--- config.mk ---
export PLATFORM = sky130hd
export DESIGN_NAME = ps2_frame_receiver
export DESIGN_NICKNAME = d
export VERILOG_FILES = /design/src/rtl/ps2_pkg.sv /design/src/rtl/ps2_line_filter.sv /design/src/rtl/ps2_frame_receiver.sv
export SDC_FILE = /design/constraint.sdc
export NUM_CORES = 1
export LEC_CHECK = 0
export ABC_CLOCK_PERIOD_IN_PS = 2230
export BUFFER_PORTS_ARGS = -buffer_cell sky130_fd_sc_hd__buf_2
export CORE_AREA = 2 2 96 98
export DETAILED_ROUTE_END_ITERATION = 16
export DIE_AREA = 0 0 98 100
export PLACE_DENSITY = 0.68
export SYNTH_ARGS = -nofsm -noshare
export SYNTH_HDL_FRONTEND = slang
export SYNTH_SLANG_ARGS = --single-unit
--- constraint.sdc ---
create_clock -name clk -period 2.23 [get_ports clk]
set_input_delay 0.3345 -clock clk [delete_from_list [all_inputs] [get_ports clk]]
set_output_delay 0.3345 -clock clk [all_outputs]
set_load 0.1 [all_outputs]
--- src/rtl/ps2_pkg.sv ---
// ps2_pkg: shared FSM state, error-code and scan-code constants for the PS/2 receiver
package ps2_pkg;
    typedef logic [1:0] state_t;
    localparam state_t IDLE   = 2'd0;
    localparam state_t DATA   = 2'd1;
    localparam state_t PARITY = 2'd2;
    localparam state_t STOP   = 2'd3;
    localparam logic [1:0] ERR_START   = 2'd0;
    localparam logic [1:0] ERR_PARITY  = 2'd1;
    localparam logic [1:0] ERR_STOP    = 2'd2;
    localparam logic [1:0] ERR_TIMEOUT = 2'd3;
    localparam logic [7:0] SC_BREAK = 8'hF0;
    localparam logic [7:0] SC_EXT   = 8'hE0;
endpackage

--- src/rtl/ps2_line_filter.sv ---
// ps2_line_filter: 2-FF synchroniser followed by a saturating-count glitch filter
module ps2_line_filter #(
    parameter int FILTER_LEN = 8
) (
    input  logic clk,
    input  logic rst,
    input  logic line,
    output logic filt
);
    logic s1, s2;
    logic [7:0] cnt;
    always_ff @(posedge clk) begin
        if (rst) begin
            s1   <= 1'b1;
            s2   <= 1'b1;
            filt <= 1'b1;
            cnt  <= 8'd0;
        end else begin
            s1 <= line;
            s2 <= s1;
            if (s2 == filt) begin
                cnt <= 8'd0;
            end else if (cnt == 8'(FILTER_LEN - 1)) begin
                filt <= s2;
                cnt  <= 8'd0;
            end else begin
                cnt <= cnt + 8'd1;
            end
        end
    end
endmodule

--- src/rtl/ps2_frame_receiver.sv ---
// ps2_frame_receiver: filtered PS/2 device-to-host frame receiver with error reporting and prefix decode
module ps2_frame_receiver import ps2_pkg::*; #(
    parameter int CLK_FREQ_HZ   = 50_000_000,
    parameter int FILTER_LEN    = 8,
    parameter int TIMEOUT_US    = 200,
    parameter int DECODE_PREFIX = 1
) (
    input  logic       clk,
    input  logic       rst,
    input  logic       ps2_clk,
    input  logic       ps2_data,
    output logic [7:0] ps2_received_data,
    output logic       ps2_received_data_strb,
    output logic       ps2_break,
    output logic       ps2_extended,
    output logic       ps2_frame_err,
    output logic [1:0] ps2_err_code
);
    localparam int TIMEOUT_CYCLES = CLK_FREQ_HZ / 1_000_000 * TIMEOUT_US;
    logic fc, fd, fc_d, fall;
    state_t state;
    logic [2:0] bit_cnt;
    logic [7:0] shreg;
    logic par_ok, break_pend, ext_pend;
    logic [31:0] tcnt;
    logic timeout, start_e, stop_e, par_e, err_now, done, is_brk, is_ext, strb_now;
    logic [1:0] code_now;
    ps2_line_filter #(.FILTER_LEN(FILTER_LEN)) u_clk_filt (.clk(clk), .rst(rst), .line(ps2_clk), .filt(fc));
    ps2_line_filter #(.FILTER_LEN(FILTER_LEN)) u_data_filt (.clk(clk), .rst(rst), .line(ps2_data), .filt(fd));
    assign fall     = fc_d & ~fc;
    // an edge landing on the terminal count takes priority over the timeout
    assign timeout  = (state != IDLE) && !fall && (tcnt == 32'(TIMEOUT_CYCLES));
    assign start_e  = fall && state == IDLE && fd;
    assign stop_e   = fall && state == STOP && !fd;
    assign par_e    = fall && state == STOP && fd && !par_ok;
    assign err_now  = start_e | stop_e | par_e | timeout;
    assign code_now = timeout ? ERR_TIMEOUT : stop_e ? ERR_STOP : par_e ? ERR_PARITY : ERR_START;
    assign done     = fall && state == STOP && fd && par_ok;
    assign is_brk   = (DECODE_PREFIX != 0) && shreg == SC_BREAK;
    assign is_ext   = (DECODE_PREFIX != 0) && shreg == SC_EXT;
    assign strb_now = done && !is_brk && !is_ext;
    always_ff @(posedge clk) begin
        if (rst) begin
            fc_d                   <= 1'b1;
            state                  <= IDLE;
            bit_cnt                <= 3'd0;
            shreg                  <= 8'h00;
            par_ok                 <= 1'b0;
            break_pend             <= 1'b0;
            ext_pend               <= 1'b0;
            tcnt                   <= 32'd0;
            ps2_received_data      <= 8'h00;
            ps2_received_data_strb <= 1'b0;
            ps2_break              <= 1'b0;
            ps2_extended           <= 1'b0;
            ps2_frame_err          <= 1'b0;
            ps2_err_code           <= 2'd0;
        end else begin
            fc_d                   <= fc;
            ps2_received_data_strb <= strb_now;
            ps2_frame_err          <= err_now;
            if (err_now) ps2_err_code <= code_now;
            if (strb_now) begin
                ps2_received_data <= shreg;
                ps2_break         <= break_pend;
                ps2_extended      <= ext_pend;
            end
            break_pend <= (err_now || strb_now) ? 1'b0 : (done && is_brk) ? 1'b1 : break_pend;
            ext_pend   <= (err_now || strb_now) ? 1'b0 : (done && is_ext) ? 1'b1 : ext_pend;
            tcnt       <= (state == IDLE || fall || timeout) ? 32'd0 : tcnt + 32'd1;
            if (timeout) begin
                state <= IDLE;
            end else if (fall) begin
                case (state)
                    IDLE: begin
                        if (!fd) begin
                            state   <= DATA;
                            bit_cnt <= 3'd0;
                        end
                    end
                    DATA: begin
                        shreg   <= {fd, shreg[7:1]};
                        bit_cnt <= bit_cnt + 3'd1;
                        if (bit_cnt == 3'd7) state <= PARITY;
                    end
                    PARITY: begin
                        par_ok <= ^{shreg, fd};
                        state  <= STOP;
                    end
                    default: state <= IDLE;
                endcase
            end
        end
    end
endmodule

==> results.toml <==
[clock_tree]
clk_latency_ns = 0.35
clkSinkCount = 85
postCtsSetupBuffers = 0
clock_path_buffers = 2
htree_levels = 3
cts_resized = 0
clk_pin_slew_worst_paths_ns = 0.08
cts_hold_buf = 0
tritoncts = "built"
cts_root_buf = "clkbuf_8"
cts_buffers = 9

[global_route]
grtUsageTotal_pct = 15.70
grt-ovfl-total = 0
grt_pass1_vias = 2759
grt_pass1_wl_mm = 12.72
antenna_found_initial = 0
grt_max_degree = 32

[pwr]
peakVddDrop_mv = 0.2364
pwr-share-clk_pct = 38.3
power.density_nw_per_um2 = 591.8
switching_share_pct = 22.77
p_int_w = 0.001935
power_frac_comb_pct = 1.0
seqPwrFrac_pct = 60.8
p_switching_w = 0.0005706
p_leak_nw = 1.522

[worst_setup_path]
endpoint_kind = "register"
required_ns = 2.51
r2r_cells = 4
reg2reg_to = "tcnt[21]"
start_kind = "register"
cp_max_fo = 12
path_class = "register to register"
r2r_start = "tcnt[2]"
ff2ff_setup_slack_ns = 0.21
crit_arrival_ns = 2.31

[route]
first_pass_iters = 4
wire_per_inst_um = 13.19
wirelength_mm = 7.294
drt_iter0_drc = 103
drc = 0
vias = 3047
via_per_inst = 5.510
drtAntennaViolNets = 0

[die]
die-width_um = 98
dieArea_um2 = 9800
core_region_area_um2 = 8890
start_util_pct = 43.03
rows = 35
top_level_ports = 18
die_h_um = 100

[hold_path]
hp-start = "ps2_data"
whs_path_depth = 2
hold_class = "input port to register"
worstHoldEndpoint = "u_data_filt.s1"

[synthesis]
synth-edff-count = 0
synth.cell_area_um2 = 3825
synth_cells = 417
synth_top_area_share_pct = 44.49
yosys_warnings = 0
synth.largest_area_cell = "dfxtp_1"
synth_cell_type_count = 49
ys_top_cells_by_area = "dfxtp_1 44%, xor2_1 4.1%, nor2_1 3.8%, or4_1 3.5%, ha_1 3.3%"
synth_nets = 431
yosysSeqAreaShare_pct = 44.49
synth.most_common_cell = "dfxtp_1"
synthFlopType = "dfxtp_1"
yosys_register_bits = 85
postSynthAreaPerCell_um2 = 9.172
synth_common_cells = "85 x dfxtp_1, 39 x nor2_1, 24 x nand2_1"
async_reset_ff_share_pct = 0

[timing]
fmax_mhz = 494.1
hold_viol_final = 0
grt_setup_unrepaired = "no"
layout_min_cycle_time_ns = 2.024
setup_violations = 0
finClkSkew_ns = 0.01374
period_share_pct = 90.76
max_slew.worst_pin.slew_ns = 0.5542
drv_slew = 0
relSlewSlack_pct = 62.85
finalWorstSetupSlack_ns = 0.2060
tns_ns = 0

[layout]
utilization_pct = 47.63
layoutNonFillerInstCount = 553
drive_above_1_share_pct = 14.03
final_nets = 452
diodes = 0
design_area_um2 = 4234
syn2layout_area_growth_pct = 10.70

[place]
place_congestion = 0.7956
port_buffers = 17
dpl_cell_area_um2 = 4061
dp_cells = 538
pre_cts_slack_ns = 0.2370
dpl.hpwl_mm = 5.121

[run_status]
status = "finished clean"

[job]
drv_cap = 0
-- logic make-up after synthesis --
kind of cell,after synthesis,synth area share (%)
buffers and inverters,31,3.304
DFF,85,44.49
adders and majority gates,10,3.271
AOI/OAI and AO/OA,78,14.00
muxes,9,2.355
xor gates and xnor gates,29,7.000
and+or+nand+nor,175,25.58
-- cells in the final DEF (no fill, tap or decap), types with 11 or more instances in the layout --
cell     netlist  layout
buf_4          0      12
dfxtp_1       85      85
xor2_1        18      18
a21oi_1       23      23
nand3_1       23      23
a22o_1        11      11
nand2_1       24      24
nor2_1        39      39
inv_1         12      12
o31ai_1       13      13
buf_2          2      17
or4_1         18      18
-- cell type report --
class,instances,area (um^2)
timing repair buffer,29,175.2
clock buffer,9,123.9
inverter,12,45.04
fill,868,4656
multi-input combinational,301,2001
tap,111,138.9
clock inverter,6,48.80
sequential,85,1702
-- flip-flops by register name, summed over array words and instances, names as in the netlist --
signal and flops:
u_data_filt.s1 1, u_clk_filt.s1 1, ps2_err_code 2, break_pend 1, u_clk_filt.s2 1, par_ok 1, ps2_received_data 8, fc_d 1
tcnt 32, shreg 8, ext_pend 1, bit_cnt 3, u_data_filt.filt 1, ps2_received_data_strb 1, u_data_filt.cnt 8, u_clk_filt.cnt 8
ps2_extended 1, u_data_filt.s2 1, u_clk_filt.filt 1, ps2_frame_err 1, state 2, ps2_break 1
-- worst max-delay path, cell delays in order (launching register included) --
cell,delay (ns)
dfxtp_1,0.43
nand3_1,0.14
or4_1,0.69
or4_1,0.56
a21oi_1,0.14
-- metal layers --
metal  up-vias  wire (um)  GRT usage [%]  part of all wire [%]
met2        37       3304          24.50                    45
li1       1564          -              -                     -
met5         -          0              0                     0
met3         4        192          3.969                   2.6
met4         0         40          5.556                  0.55
met1      1442       3757          21.22                    52
-- power groups by stage --
stage	registers, W	logic (W)	clock network (W)
final	0.00152	0.0000246	0.000958
after global routing	0.00152	0.0000273	0.00106
after global placement	0.00156	0.0000239	0
after CTS	0.00152	0.0000249	0.00100
after floorplan	0.00156	0.0000190	0
after detailed placement	0.00156	0.0000246	0
-- metrics by stage --
step / hold WS, ns / power, W
floorplan: 0.3895 / 0.001577
global placement: 0.3953 / 0.001582
detailed placement: 0.3927 / 0.001583
CTS: 0.1400 / 0.002547
global route: 0.1309 / 0.002611
finish: 0.1641 / 0.002506
-- how the worst max path moves through the flow --
stage / startpoint / endpoint / slack, ns / cells past startpoint
floorplan: tcnt[17] / tcnt[31] / 0.35 / 5
global placement: tcnt[2] / tcnt[21] / 0.25 / 4
detailed placement: tcnt[2] / tcnt[21] / 0.24 / 4
CTS: tcnt[17] / tcnt[31] / 0.21 / 5
global route: tcnt[2] / tcnt[21] / 0.09 / 4
finish: tcnt[2] / tcnt[21] / 0.21 / 4
Power figures use the tool's default switching activity.
